`src/rtl/pipe_stage_reg.sv`:
```
// pipe_stage_reg
//   Elastic pipeline-stage register with a two-entry skid buffer. It carries a
//   control bundle and a data bundle between pipeline stages under a
//   valid/ready handshake and shows a bubble control word whenever it is empty.
//
// Handshake: an entry moves across a port on a rising clock edge exactly when
// valid and ready are both high in the cycle before that edge. A producer that
// has raised valid keeps its payload stable until the entry is taken. Ready
// may be high with valid low. On the input side, InReady comes only from a
// flop. It is high whenever the skid register is free, so upstream never sees
// a combinational path from the downstream stall.
//
// Ports:
//   Clk        in   clock, every state update happens on the rising edge
//   Rst        in   asynchronous reset, active low
//   InValid    in   upstream presents an entry
//   InReady    out  stage can accept an entry (registered, skid is empty)
//   InCtrl     in   upstream control bundle [CTRL_W]
//   InData     in   upstream data bundle [DATA_W]
//   OutValid   out  OutCtrl/OutData hold a valid entry
//   OutReady   in   downstream accepts the head entry (~Stall)
//   OutCtrl    out  head control, or BUBBLE_CTRL when empty
//   OutData    out  head data, or zero when empty
//   Flush      in   squash every entry held in the stage
//   Occupancy  out  number of valid entries, 0..2
module pipe_stage_reg #(
    parameter int                CTRL_W      = 12,
    parameter int                DATA_W      = 16,
    parameter logic [CTRL_W-1:0] BUBBLE_CTRL = '0
) (
    input  logic              Clk,
    input  logic              Rst,
    input  logic              InValid,
    output logic              InReady,
    input  logic [CTRL_W-1:0] InCtrl,
    input  logic [DATA_W-1:0] InData,
    output logic              OutValid,
    input  logic              OutReady,
    output logic [CTRL_W-1:0] OutCtrl,
    output logic [DATA_W-1:0] OutData,
    input  logic              Flush,
    output logic [1:0]        Occupancy
);

    // The state encoding equals the number of entries held.
    typedef enum logic [1:0] {
        ST_EMPTY = 2'd0,
        ST_ONE   = 2'd1,
        ST_TWO   = 2'd2
    } state_t;

    state_t            state_q, state_d;
    logic [CTRL_W-1:0] main_ctrl_q, main_ctrl_d;
    logic [DATA_W-1:0] main_data_q, main_data_d;
    logic [CTRL_W-1:0] skid_ctrl_q, skid_ctrl_d;
    logic [DATA_W-1:0] skid_data_q, skid_data_d;
    logic              out_valid_q, out_valid_d;
    logic              in_ready_q, in_ready_d;
    logic [1:0]        occupancy_q, occupancy_d;

    logic in_fire;
    logic out_fire;

    assign in_fire  = InValid & in_ready_q;
    assign out_fire = out_valid_q & OutReady;

    always_comb begin
        state_d     = state_q;
        main_ctrl_d = main_ctrl_q;
        main_data_d = main_data_q;
        skid_ctrl_d = skid_ctrl_q;
        skid_data_d = skid_data_q;

        case (state_q)
            ST_EMPTY: begin
                if (in_fire) begin
                    state_d     = ST_ONE;
                    main_ctrl_d = InCtrl;
                    main_data_d = InData;
                end
            end
            ST_ONE: begin
                if (in_fire && out_fire) begin
                    main_ctrl_d = InCtrl;
                    main_data_d = InData;
                end else if (in_fire) begin
                    state_d     = ST_TWO;
                    skid_ctrl_d = InCtrl;
                    skid_data_d = InData;
                end else if (out_fire) begin
                    state_d     = ST_EMPTY;
                    main_ctrl_d = BUBBLE_CTRL;
                    main_data_d = '0;
                end
            end
            ST_TWO: begin
                // InReady is low here, so only the output side can move.
                if (out_fire) begin
                    state_d     = ST_ONE;
                    main_ctrl_d = skid_ctrl_q;
                    main_data_d = skid_data_q;
                    skid_ctrl_d = BUBBLE_CTRL;
                    skid_data_d = '0;
                end
            end
            default: begin
                // The unused encoding recovers to a clean empty stage.
                state_d     = ST_EMPTY;
                main_ctrl_d = BUBBLE_CTRL;
                main_data_d = '0;
                skid_ctrl_d = BUBBLE_CTRL;
                skid_data_d = '0;
            end
        endcase

        // Flush overrides every other event. An entry offered in the same
        // cycle is dropped. A head consumed downstream in this cycle has
        // already been delivered.
        if (Flush) begin
            state_d     = ST_EMPTY;
            main_ctrl_d = BUBBLE_CTRL;
            main_data_d = '0;
            skid_ctrl_d = BUBBLE_CTRL;
            skid_data_d = '0;
        end

        // The status outputs are registered copies of the next state, so
        // every output comes straight from a flop.
        out_valid_d = (state_d != ST_EMPTY);
        in_ready_d  = (state_d != ST_TWO);
        occupancy_d = state_d;
    end

    always_ff @(posedge Clk or negedge Rst) begin
        if (!Rst) begin
            state_q     <= ST_EMPTY;
            main_ctrl_q <= BUBBLE_CTRL;
            main_data_q <= '0;
            skid_ctrl_q <= BUBBLE_CTRL;
            skid_data_q <= '0;
            out_valid_q <= 1'b0;
            in_ready_q  <= 1'b1;
            occupancy_q <= 2'd0;
        end else begin
            state_q     <= state_d;
            main_ctrl_q <= main_ctrl_d;
            main_data_q <= main_data_d;
            skid_ctrl_q <= skid_ctrl_d;
            skid_data_q <= skid_data_d;
            out_valid_q <= out_valid_d;
            in_ready_q  <= in_ready_d;
            occupancy_q <= occupancy_d;
        end
    end

    assign InReady   = in_ready_q;
    assign OutValid  = out_valid_q;
    assign OutCtrl   = main_ctrl_q;
    assign OutData   = main_data_q;
    assign Occupancy = occupancy_q;

endmodule
```
`config.mk`:
```
export PLATFORM = sky130hd
export DESIGN_NAME = pipe_stage_reg
export DESIGN_NICKNAME = d
export VERILOG_FILES = /design/src/rtl/pipe_stage_reg.sv
export SDC_FILE = /design/constraint.sdc
export NUM_CORES = 1
export LEC_CHECK = 0
export CORE_AREA = 2 2 77 79
export CTS_BUF_LIST = sky130_fd_sc_hd__clkbuf_16
export DETAILED_ROUTE_END_ITERATION = 7
export DIE_AREA = 0 0 79 81
export GPL_ROUTABILITY_DRIVEN = 0
export PLACE_DENSITY = 0.83
export SLEW_MARGIN = 15
export SYNTH_ARGS = -nofsm -noshare
export SYNTH_HDL_FRONTEND = slang
export SYNTH_SLANG_ARGS = --single-unit
```
`constraint.sdc`:
```
create_clock -name Clk -period 3.6 [get_ports Clk]
set_clock_uncertainty 0.15 [all_clocks]
set_input_delay 0.72 -clock Clk [delete_from_list [all_inputs] [get_ports Clk]]
set_output_delay 0.72 -clock Clk [all_outputs]
set_load 0.02 [all_outputs]
```
Yosys cells after proc, flatten, opt, wreduce, memory -nomap -nowiden
Cells that the tools add are included.
Widths: inputs -> output; s select.
Storage, ports and cells
  output and inout port bits: 32
  input port bits: 33
  flip-flop bits (word level): 60
Operators by class
  bitwise gates (word level): 2
  muxes and demuxes: 27
  reductions and logical operators: 5
  equal/unequal tests: 10
Operators by type and width (number)
  $mux 16: 8
  $mux 12: 8
  $pmux 16 s3: 2
  $pmux 12 s3: 2
  $mux 2: 6
  $ne 3x3->1 const B: 4
  $ne 4x4->1 const B: 2
  $reduce_and 4->1: 2
  $pmux 2 s3: 1
  $ne 2x2->1 const B: 2
  $and 1x1->1: 2
  $eq 2x1->1 const B: 1
  $eq 2x2->1 const B: 1
  $logic_not 2->1: 1
  $reduce_bool 2->1: 1
  $logic_and 1x1->1: 1

Depth between registers and ports, before layout
Gate-level depths: netlist of run 1.
  depth after elaboration: 7
  depth in mapped cells: 7
  depth with buffers taken out: 4

Worst setup path after synthesis of run 1
OpenSTA, ideal clock, no wires.
  path kind: input port to flip-flop
  start: input port OutReady
  end: register skid_ctrl_q[0]
  arrival time: 1.605 ns
  path slack: 1.766 ns
  cell stages on the path: 6
  required time: 3.371 ns
  buffers on the path: 2
  cells stage by stage: nand2_1 > a31oi_1 > o21bai_1 > buf_4 > buf_6 > mux2i_1
On the way
  longest elaborated chain between the ends: 4
Ends and longest elaborated chain
  start: declaration: line 38  | input logic OutReady,
  $and 1x1->1 (*): line 65  | assign out_fire = out_valid_q & OutReady;
  $logic_and 1x1->1: line 83  | if (in_fire && out_fire) begin
  $ne 3x3->1 (no source line)
  $reduce_and 4->1 (no source line) (*)
  end signal: assignment: line 148  | skid_ctrl_q <= skid_ctrl_d;
  end: declaration: line 55  | logic [CTRL_W-1:0] skid_ctrl_q, skid_ctrl_d;
Mark *: on every way between the ends. The rest lies on a longest branch, timed or not.
A chain may end at the register's enable or synchronous reset.

Worst setup path after layout of run 1
  start: register occupancy_q[0] (netlist: Occupancy[0])
  end: output port Occupancy[0]
RTL lines
  start: declaration: line 59  | logic [1:0] occupancy_q, occupancy_d;
  start signal: assignment: line 152  | occupancy_q <= occupancy_d;
  end: declaration: line 42  | output logic [1:0] Occupancy
No word-level cell between the ends.

==> results of run 1 <==
-- where the power goes --
part           internal (mW)  total, mW  switching, mW
logic                  0.219      0.486          0.267
registers              0.743      0.804         0.0605
clock network          0.601      0.906          0.305
-- layout make-up --
cell class	instances	area share [%]
Sequential cell	60	38.3
Multi-Input combinational cell	170	30.8
Timing Repair Buffer	70	17.7
Clock buffer	9	5.74
Inverter	29	2.77
Tap cell	75	2.39
Clock inverter	7	2.33
-- metal layers --
layer / vias up / GRT usage [%]
met1: 1135 / 33.2
met3: 17 / 3.78
met2: 83 / 36.4
met4: 0 / 13.4
li1: 1083 / -
met5: - / 0
-- path summary, 6_finish.rpt --
kind	from	to	cells past startpoint
min in group asynchronous	Rst	OutData[6]$_DFFE_PN0P_	1
min	OutData[10]$_DFFE_PN0P_	OutData[10]$_DFFE_PN0P_	1
min reg2reg	OutData[10]$_DFFE_PN0P_	OutData[10]$_DFFE_PN0P_	1
max	Occupancy[0]$_DFF_PN0_	Occupancy[0]	1
max reg2reg	Occupancy[0]$_DFF_PN0_	OutCtrl[5]$_DFFE_PN0P_	4
max in group asynchronous	Rst	skid_ctrl_q[2]$_DFFE_PN0P_	2
-- cells in the final DEF (no fill, tap or decap), drive strengths merged --
cell type,n
clkdlybuf4s50,63
dfrtp,59
mux2i,44
nand2,31
inv,29
o2bb2ai,28
nor2,19
a21oi,18
a22oi,12
clkbuf,9
buf,7
clkinvlp,3
o21ai,3
a31oi,2
bufinv,2
nor2b,2
clkinv,2
dfstp,1
a21boi,1
xor2,1
and2,1
a2bb2oi,1
and2b,1
or3,1
o21bai,1
nand3,1
a21o,1
nand4,1
nor3b,1
-- worst reg2reg max path: stages, from the launching register on --
cell,delay (ns)
dfrtp_1,0.87
nor2b_1,0.25
o21ai_1,0.20
a21o_1,0.78
o2bb2ai_1,0.19
-- state kept, by name, summed over array words and instances (netlist names) --
name	cells
OutData	16
skid_data_q	16
OutCtrl	12
skid_ctrl_q	12
Occupancy	2
InReady	1
OutValid	1
-- through the flow --
stage	util [%]	setup slack, ns
after floorplan	-	1.77
after global placement	63.6	0.895
after detailed placement	63.6	0.858
after CTS	69.1	0.795
after global routing	69.1	0.718
final	69.1	0.786
-- kinds of logic after synthesis --
logic type | share of synthesized area (%)
flops | 51.0
buf+inv | 8.37
simple gates | 8.50
compound gates | 16.8
mux | 15.0
xor+xnor | 0.298
==> flow_metrics.tcl, run 1 <==
set metrics [dict create \
    hold_ws_ns 0.334 \
    cts_resized 0 \
    startpoint_type "flop" \
    critPathSlowestCell "dfrtp_1" \
    syn_nets 311 \
    cts-root-buf "clkbuf_16" \
    final_cells 420 \
    setup_violations 0 \
    dieArea_um2 6400 \
    netlist_top_cells_area "dfrtp_1 50%, mux2i_1 15%, o2bb2ai_1 8.3%, nand2_1 4.0%, inv_1 3.7%" \
    ys.flop_type "dfrtp_1" \
    status "completed" \
    crit_buf_inv 1 \
    multi_input_area_um2 1210 \
    critPathMaxFanout 23 \
    cts_tree "built" \
    via_per_inst 5.52 \
    hpwl_um 4450 \
    clkLatencyLatePin_ns 0.33 \
    clk_path_buf_depth 2 \
    die_w_um 79 \
    filler_cell_count 442 \
    drc 0 \
    seq_area_um2 1500 \
    synth_common_cells "59 x dfrtp_1, 44 x mux2i_1, 31 x nand2_1, 29 x inv_1, 28 x o2bb2ai_1" \
    ys_seq_elements 60 \
    antenna_left 0 \
    cts_max_level 3 \
    relSlewSlack_pct 33.3 \
    worstPathRequired_ns 2.73 \
    top_layer "met4" \
    dr.first_iter.drc_count 127 \
    rows 28 \
    drv_slew 0 \
    antenna_found_initial 0 \
    grt.overflow.total 0 \
    hold_viol 0 \
    setup_tns_ns 0 \
    wl_met2_um 3450 \
    p_total_mw 2.20 \
    design_area_um2 3920 \
    cp.arrival_ns 1.94 \
    path_delay_family "flip-flops" \
    place_inst 404 \
    path_cells "clkdlybuf4s50_1" \
    fin_nets 373 \
    core_um2 5680 \
    placement.io_buffers 64 \
    ioPinCount 65 \
    placed_cell_area_um2 3610 \
    synthCells 278 \
    drt_wl_total_um 7160 \
    wl_met3_um 370 \
    avgRoutedWirePerCell_um 17.0 \
    grt_pass1_vias 2375 \
    r2r_setup_slack_ns 1.01 \
    post_cts_buffers 0 \
    seq_area_frac_synth_pct 51.0 \
    rsz0062_at_grt "no" \
    ys_types 29 \
    synth_area_um2 2940 \
    worstSetupPathType "reg2out" \
    hold_buffers 0 \
    drive_gt1_share_pct 7.83 \
    min_period_over_period_pct 78.2 \
    period_needed_ns 2.81 \
    cts_buffers 9 \
    maxCapViolCount 0 \
    power_density_nw_per_um2 560 \
    wirelength_met1_um 3160 \
    synth_top_area_share_pct 50.1 \
    yosys_warnings 0 \
    grt_pass1_wl_um 11700 \
    cts.clk_slew.worst_paths_ns 0.05 \
    synth_edf_count 0 \
    leakage_nw 1.71 \
    hold_path_class "reg2reg" \
    cp-end-kind "output pin" \
    area_growth_pct 33.3 \
    synth_most_common_cell "dfrtp_1" \
    synth_area_leader_cell "dfrtp_1" \
    async_reset_ff_share_pct 100 \
    ir_drop_mv 0.377 \
    numClockSinks 60 \
    vias 2318 \
    synth_area_per_cell_um2 10.6 \
    diodes 0 \
    worstMarginPinSlew_ns 1.00 \
    die_h_um 81 \
    fmax_mhz 355 \
    track_usage_pct 24.0 \
    critPathMaxStageDelay_ns 0.87 \
    grt_max_degree 47 \
    drt_pass1_iterations 5 \
    initial_core_util_pct 51.9 \
]
Note: power is estimated with default switching activity, not from simulation.
==> run 2, diff against run 1 <==
Settings changed: CORE_AREA 2 2 77 79 to 2 2 84 86, DIE_AREA 0 0 79 81 to 0 0 86 88, PLACE_DENSITY 0.83 to 0.74.
Clock period 3.6 ns to 2.4 ns, I/O delays scaled along.
==> flow_metrics.tcl, run 2 (synthesized netlist as in run 1, its figures left out) <==
set metrics [dict create \
    status "complete, but fails checks" \
    violations "hold timing" \
    r2r_setup_slack_ns 0.48 \
    cts-root-buf "clkbuf_16" \
    fmax_mhz 432 \
    worstReg2RegStart "Occupancy[0]$_DFF_PN0_" \
    cts_resized 0 \
    ir_drop_mv 0.418 \
    cts.clk_slew.worst_paths_ns 0.05 \
    drv_slew 0 \
    path_cells "clkdlybuf4s50_1" \
    via_per_inst 5.33 \
    rsz0062_at_grt "no" \
    diodes 0 \
    ioPinCount 65 \
    grt_pass1_wl_um 12000 \
    placement.io_buffers 64 \
    startpoint_type "flop" \
    antenna_found_initial 0 \
    relSlewSlack_pct 65.8 \
    drive_gt1_share_pct 9.66 \
    drt_pass1_iterations 4 \
    cts_buffers 9 \
    drt_wl_total_um 7140 \
    hold_buffers 0 \
    worstSetupPathType "reg2out" \
    clkLatencyLatePin_ns 0.33 \
    area_growth_pct 36.4 \
    critPathMaxStageDelay_ns 0.70 \
    critPathMaxFanout 14 \
    crit_buf_inv 1 \
    crit-reg2reg-capture "OutCtrl[9]$_DFFE_PN0P_" \
    rows 30 \
    rr_worst_depth 5 \
    min_period_over_period_pct 96.5 \
    p_total_mw 3.40 \
    filler_cell_count 545 \
    cts_max_level 3 \
    critPathSlowestCell "clkdlybuf4s50_1" \
    cp-end-kind "output pin" \
    dr.first_iter.drc_count 201 \
    initial_core_util_pct 44.3 \
    multi_input_area_um2 1210 \
    worstSetupEndpoint "Occupancy[0]" \
    antenna_left 0 \
    die_w_um 86 \
    cts_tree "built" \
    die_h_um 88 \
    track_usage_pct 20.6 \
    maxCapViolCount 0 \
    fin_nets 381 \
    hpwl_um 4710 \
    grt_pass1_vias 2420 \
    worstPathRequired_ns 1.77 \
    grt_max_degree 61 \
    hold_viol 2 \
    grt.overflow.total 0 \
    final_common_cell "clkdlybuf4s50_1" \
    layout_common_cells "63 x clkdlybuf4s50_1, 59 x dfrtp_1, 44 x mux2i_1" \
    period_needed_ns 2.32 \
    path_delay_family "buffers and inverters" \
    setup_tns_ns 0 \
    leakage_nw 1.77 \
    clk_path_buf_depth 2 \
    post_cts_buffers 0 \
    power_density_nw_per_um2 847 \
    drc 0 \
    worstMarginPinSlew_ns 0.513 \
    vias 2303 \
    seq_area_um2 1500 \
    dieArea_um2 7570 \
    setup.worst_path.start "Occupancy[0]$_DFF_PN0_" \
    numClockSinks 60 \
    cp.arrival_ns 1.69 \
    hold_ws_ns -0.00354 \
    setup_violations 0 \
    core_um2 6640 \
    avgRoutedWirePerCell_um 16.5 \
    hold_path_class "in2async" \
    cp_num_cells 1 \
]
==> run 2: area by class of cell <==
class                   count  area share, %
inverters                  29           2.71
repair buffers             78           19.1
clock inverters             6           2.59
multi-input cells         170           30.1
flip-flops and latches     60           37.4
well taps                  80           2.49
clock buffers               9           5.61
==> run 2: metal layers <==
layer / share of wire (%) / GRT usage, % / vias up
met1: 46 / 28.7 / 1113
met3: 5.8 / 5.00 / 14
met4: 1.9 / 8.95 / 0
met2: 46 / 30.6 / 82
li1: - / - / 1094
met5: 0 / 0 / -
==> run 2: power breakdown <==
group          total (mW)  internal (mW)  switching (mW)
logic               0.764          0.351           0.413
registers            1.19           1.12          0.0765
clock network        1.45          0.999           0.448
==> run 2: per-stage QoR <==
step / setup slack [ns] / hold WS, ns / instance area (um2) / util (%) / instances
global route: 0.0125 / 0.0305 / 4020 / 60.4 / 432
global placement: 0.244 / 0.322 / 3690 / 55.5 / 417
floorplan: 0.743 / 0.0344 / 2940 / - / 278
detailed placement: 0.220 / 0.323 / 3690 / 55.5 / 417
CTS: 0.0843 / 0.0158 / 4020 / 60.4 / 432
finish: 0.0845 / -0.00354 / 4020 / 60.4 / 432
==> run 2: worst min-delay path by stage <==
| stage | to | start | cells after the start | slack, ns |
|---|---|---|---|---|
| after floorplan | Occupancy[0]$_DFF_PN0_ | Rst | 0 | 0.03 |
| after global placement | OutData[14]$_DFFE_PN0P_ | OutData[14]$_DFFE_PN0P_ | 1 | 0.32 |
| after detailed placement | OutCtrl[4]$_DFFE_PN0P_ | OutCtrl[4]$_DFFE_PN0P_ | 1 | 0.32 |
| after CTS | skid_data_q[6]$_DFFE_PN0P_ | Rst | 2 | 0.02 |
| after global routing | OutData[0]$_DFFE_PN0P_ | Rst | 2 | 0.03 |
| final | OutData[4]$_DFFE_PN0P_ | Rst | 2 | -0.004 |
==> run 3, diff against run 2 <==
Settings changed: HOLD_SLACK_MARGIN from default to 0.06, RECOVER_POWER from default to 100.
==> flow_metrics.tcl, run 3 (synthesized netlist as in run 1, its figures left out) <==
set metrics [dict create \
    drv_slew 0 \
    maxCapViolCount 0 \
    path_delay_family "buffers and inverters" \
    via_per_inst 5.31 \
    p_switching_mw 0.934 \
    cp.arrival_ns 1.68 \
    worstSetupPathType "reg2out" \
    relSlewSlack_pct 11.2 \
    final_cells 433 \
    critPathMaxStageDelay_ns 0.70 \
    seq_area_um2 1500 \
    placement.io_buffers 64 \
    rsz0062_at_grt "no" \
    period_needed_ns 2.31 \
    grt_pass1_vias 2420 \
    power_density_nw_per_um2 843 \
    clkPwrFrac_pct 43.0 \
    dr.first_iter.drc_count 237 \
    grt.overflow.total 0 \
    avgRoutedWirePerCell_um 16.5 \
    clk_path_buf_depth 2 \
    post_cts_buffers 0 \
    drt_wl_total_um 7160 \
    crit_buf_inv 1 \
    cts.clk_slew.worst_paths_ns 0.05 \
    rows 30 \
    core_um2 6640 \
    worstPathRequired_ns 1.77 \
    final_common_cell "dfrtp_1" \
    filler_cell_count 549 \
    hold_path_class "reg2reg" \
    critPathSlowestCell "clkdlybuf4s50_1" \
    place_inst 417 \
    diodes 0 \
    status "completed" \
    hold_viol 0 \
    area_growth_pct 35.7 \
    layout_common_cells "59 x dfrtp_1, 44 x mux2i_1, 32 x dlygate4sd3_1, 32 x clkdlybuf4s50_1, 31 x nand2_1" \
    leakage_nw 1.85 \
    grt_pass1_wl_um 12000 \
    internal_power_mw 2.43 \
    track_usage_pct 20.6 \
    cts_buffers 9 \
    die_h_um 88 \
    multi_input_area_um2 1210 \
    setup_violations 0 \
    ir_drop_mv 0.413 \
    cts-root-buf "clkbuf_16" \
    dieArea_um2 7570 \
    cts_max_level 3 \
    drt_pass1_iterations 4 \
    grt_max_degree 61 \
    p_total_mw 3.37 \
    startpoint_type "flop" \
    numClockSinks 60 \
    vias 2299 \
    cp-end-kind "output pin" \
    final_util_pct 60.2 \
    drc 0 \
    r2r_setup_slack_ns 0.34 \
    path_cells "clkdlybuf4s50_1" \
    cts_tree "built" \
    min_period_over_period_pct 96.1 \
    clkLatencyLatePin_ns 0.33 \
    fmax_mhz 434 \
    antenna_found_initial 0 \
    pwr-share-seq_pct 35.3 \
    worstMarginPinSlew_ns 1.33 \
    setup_tns_ns 0 \
    swShare_pct 27.7 \
    fin_nets 382 \
    combPwrFrac_pct 21.7 \
    ioPinCount 65 \
    critPathMaxFanout 14 \
    initial_core_util_pct 44.3 \
    hpwl_um 4710 \
    drive_gt1_share_pct 9.07 \
    die_w_um 86 \
    antenna_left 0 \
]
[run 3: cell types whose count changed in the layout (fill, tap and decap cells not counted)]
| cell | before | now |
|---|---|---|
| dlygate4sd3_1 | 0 | 32 |
| buf_2 | 1 | 2 |
| nor2b_2 | 1 | 0 |
| buf_4 | 12 | 8 |
| clkbuf_1 | 0 | 1 |
| o21ai_0 | 1 | 2 |
| o21ai_1 | 2 | 1 |
| clkbuf_2 | 0 | 3 |
| clkdlybuf4s50_1 | 63 | 32 |
| buf_12 | 2 | 1 |
| nor2b_1 | 1 | 2 |
[run 3: power by group through the flow]
stage | sequential [mW] | combinational, mW | clock [mW]
2_1_floorplan | 1.26 | 0.380 | 0
3_3_place_gp | 1.20 | 0.755 | 0
3_5_place_dp | 1.20 | 0.765 | 0
4_1_cts | 1.19 | 0.772 | 1.46
5_1_grt | 1.20 | 0.799 | 1.51
6_report | 1.19 | 0.732 | 1.45
[run 3: metrics by stage]
stage / instance area, um2 / worst slack (ns) / hold slack, ns
after floorplan: 2940 / 0.743 / 0.0344
after global placement: 3690 / 0.244 / 0.322
after detailed placement: 3690 / 0.220 / 0.323
after CTS: 4030 / 0.0843 / 0.339
after global routing: 4000 / 0.0125 / 0.340
final: 4000 / 0.0935 / 0.328
[run 3: path summary, 6_finish.rpt]
kind,depth (start not counted),end,from
worst max-delay path,1,Occupancy[0],Occupancy[0]$_DFF_PN0_
worst min-delay path,1,OutData[14]$_DFFE_PN0P_,OutData[14]$_DFFE_PN0P_
worst max register to register,5,OutCtrl[9]$_DFFE_PN0P_,Occupancy[0]$_DFF_PN0_
worst min register to register,1,OutData[14]$_DFFE_PN0P_,OutData[14]$_DFFE_PN0P_
max in group asynchronous,3,OutData[6]$_DFFE_PN0P_,Rst
min in group asynchronous,3,OutData[4]$_DFFE_PN0P_,Rst
[run 3: cell type report]
| cell class | instances | area share (%) |
|---|---|---|
| clock inverters | 6 | 2.60 |
| multi-input cells | 170 | 30.2 |
| repair buffers | 79 | 18.8 |
| clock buffers | 9 | 5.64 |
| well taps | 80 | 2.50 |
| inverters | 29 | 2.72 |
| flip-flops and latches | 60 | 37.6 |
[run 3: routing by layer]
metal / wire length, um / GRT usage (%) / up-vias
li1: - / - / 1099
met1: 3460 / 28.7 / 1118
met2: 3180 / 30.6 / 67
met3: 367 / 5.00 / 15
met4: 146 / 8.95 / 0
met5: 0 / 0 / -
[run 3: what timing repair did]
action	in CTS	in global routing
hold endpoints to repair	59	0
gates resized for setup	0	0
hold buffers	1	0
endpoints found under the setup margin	0	0
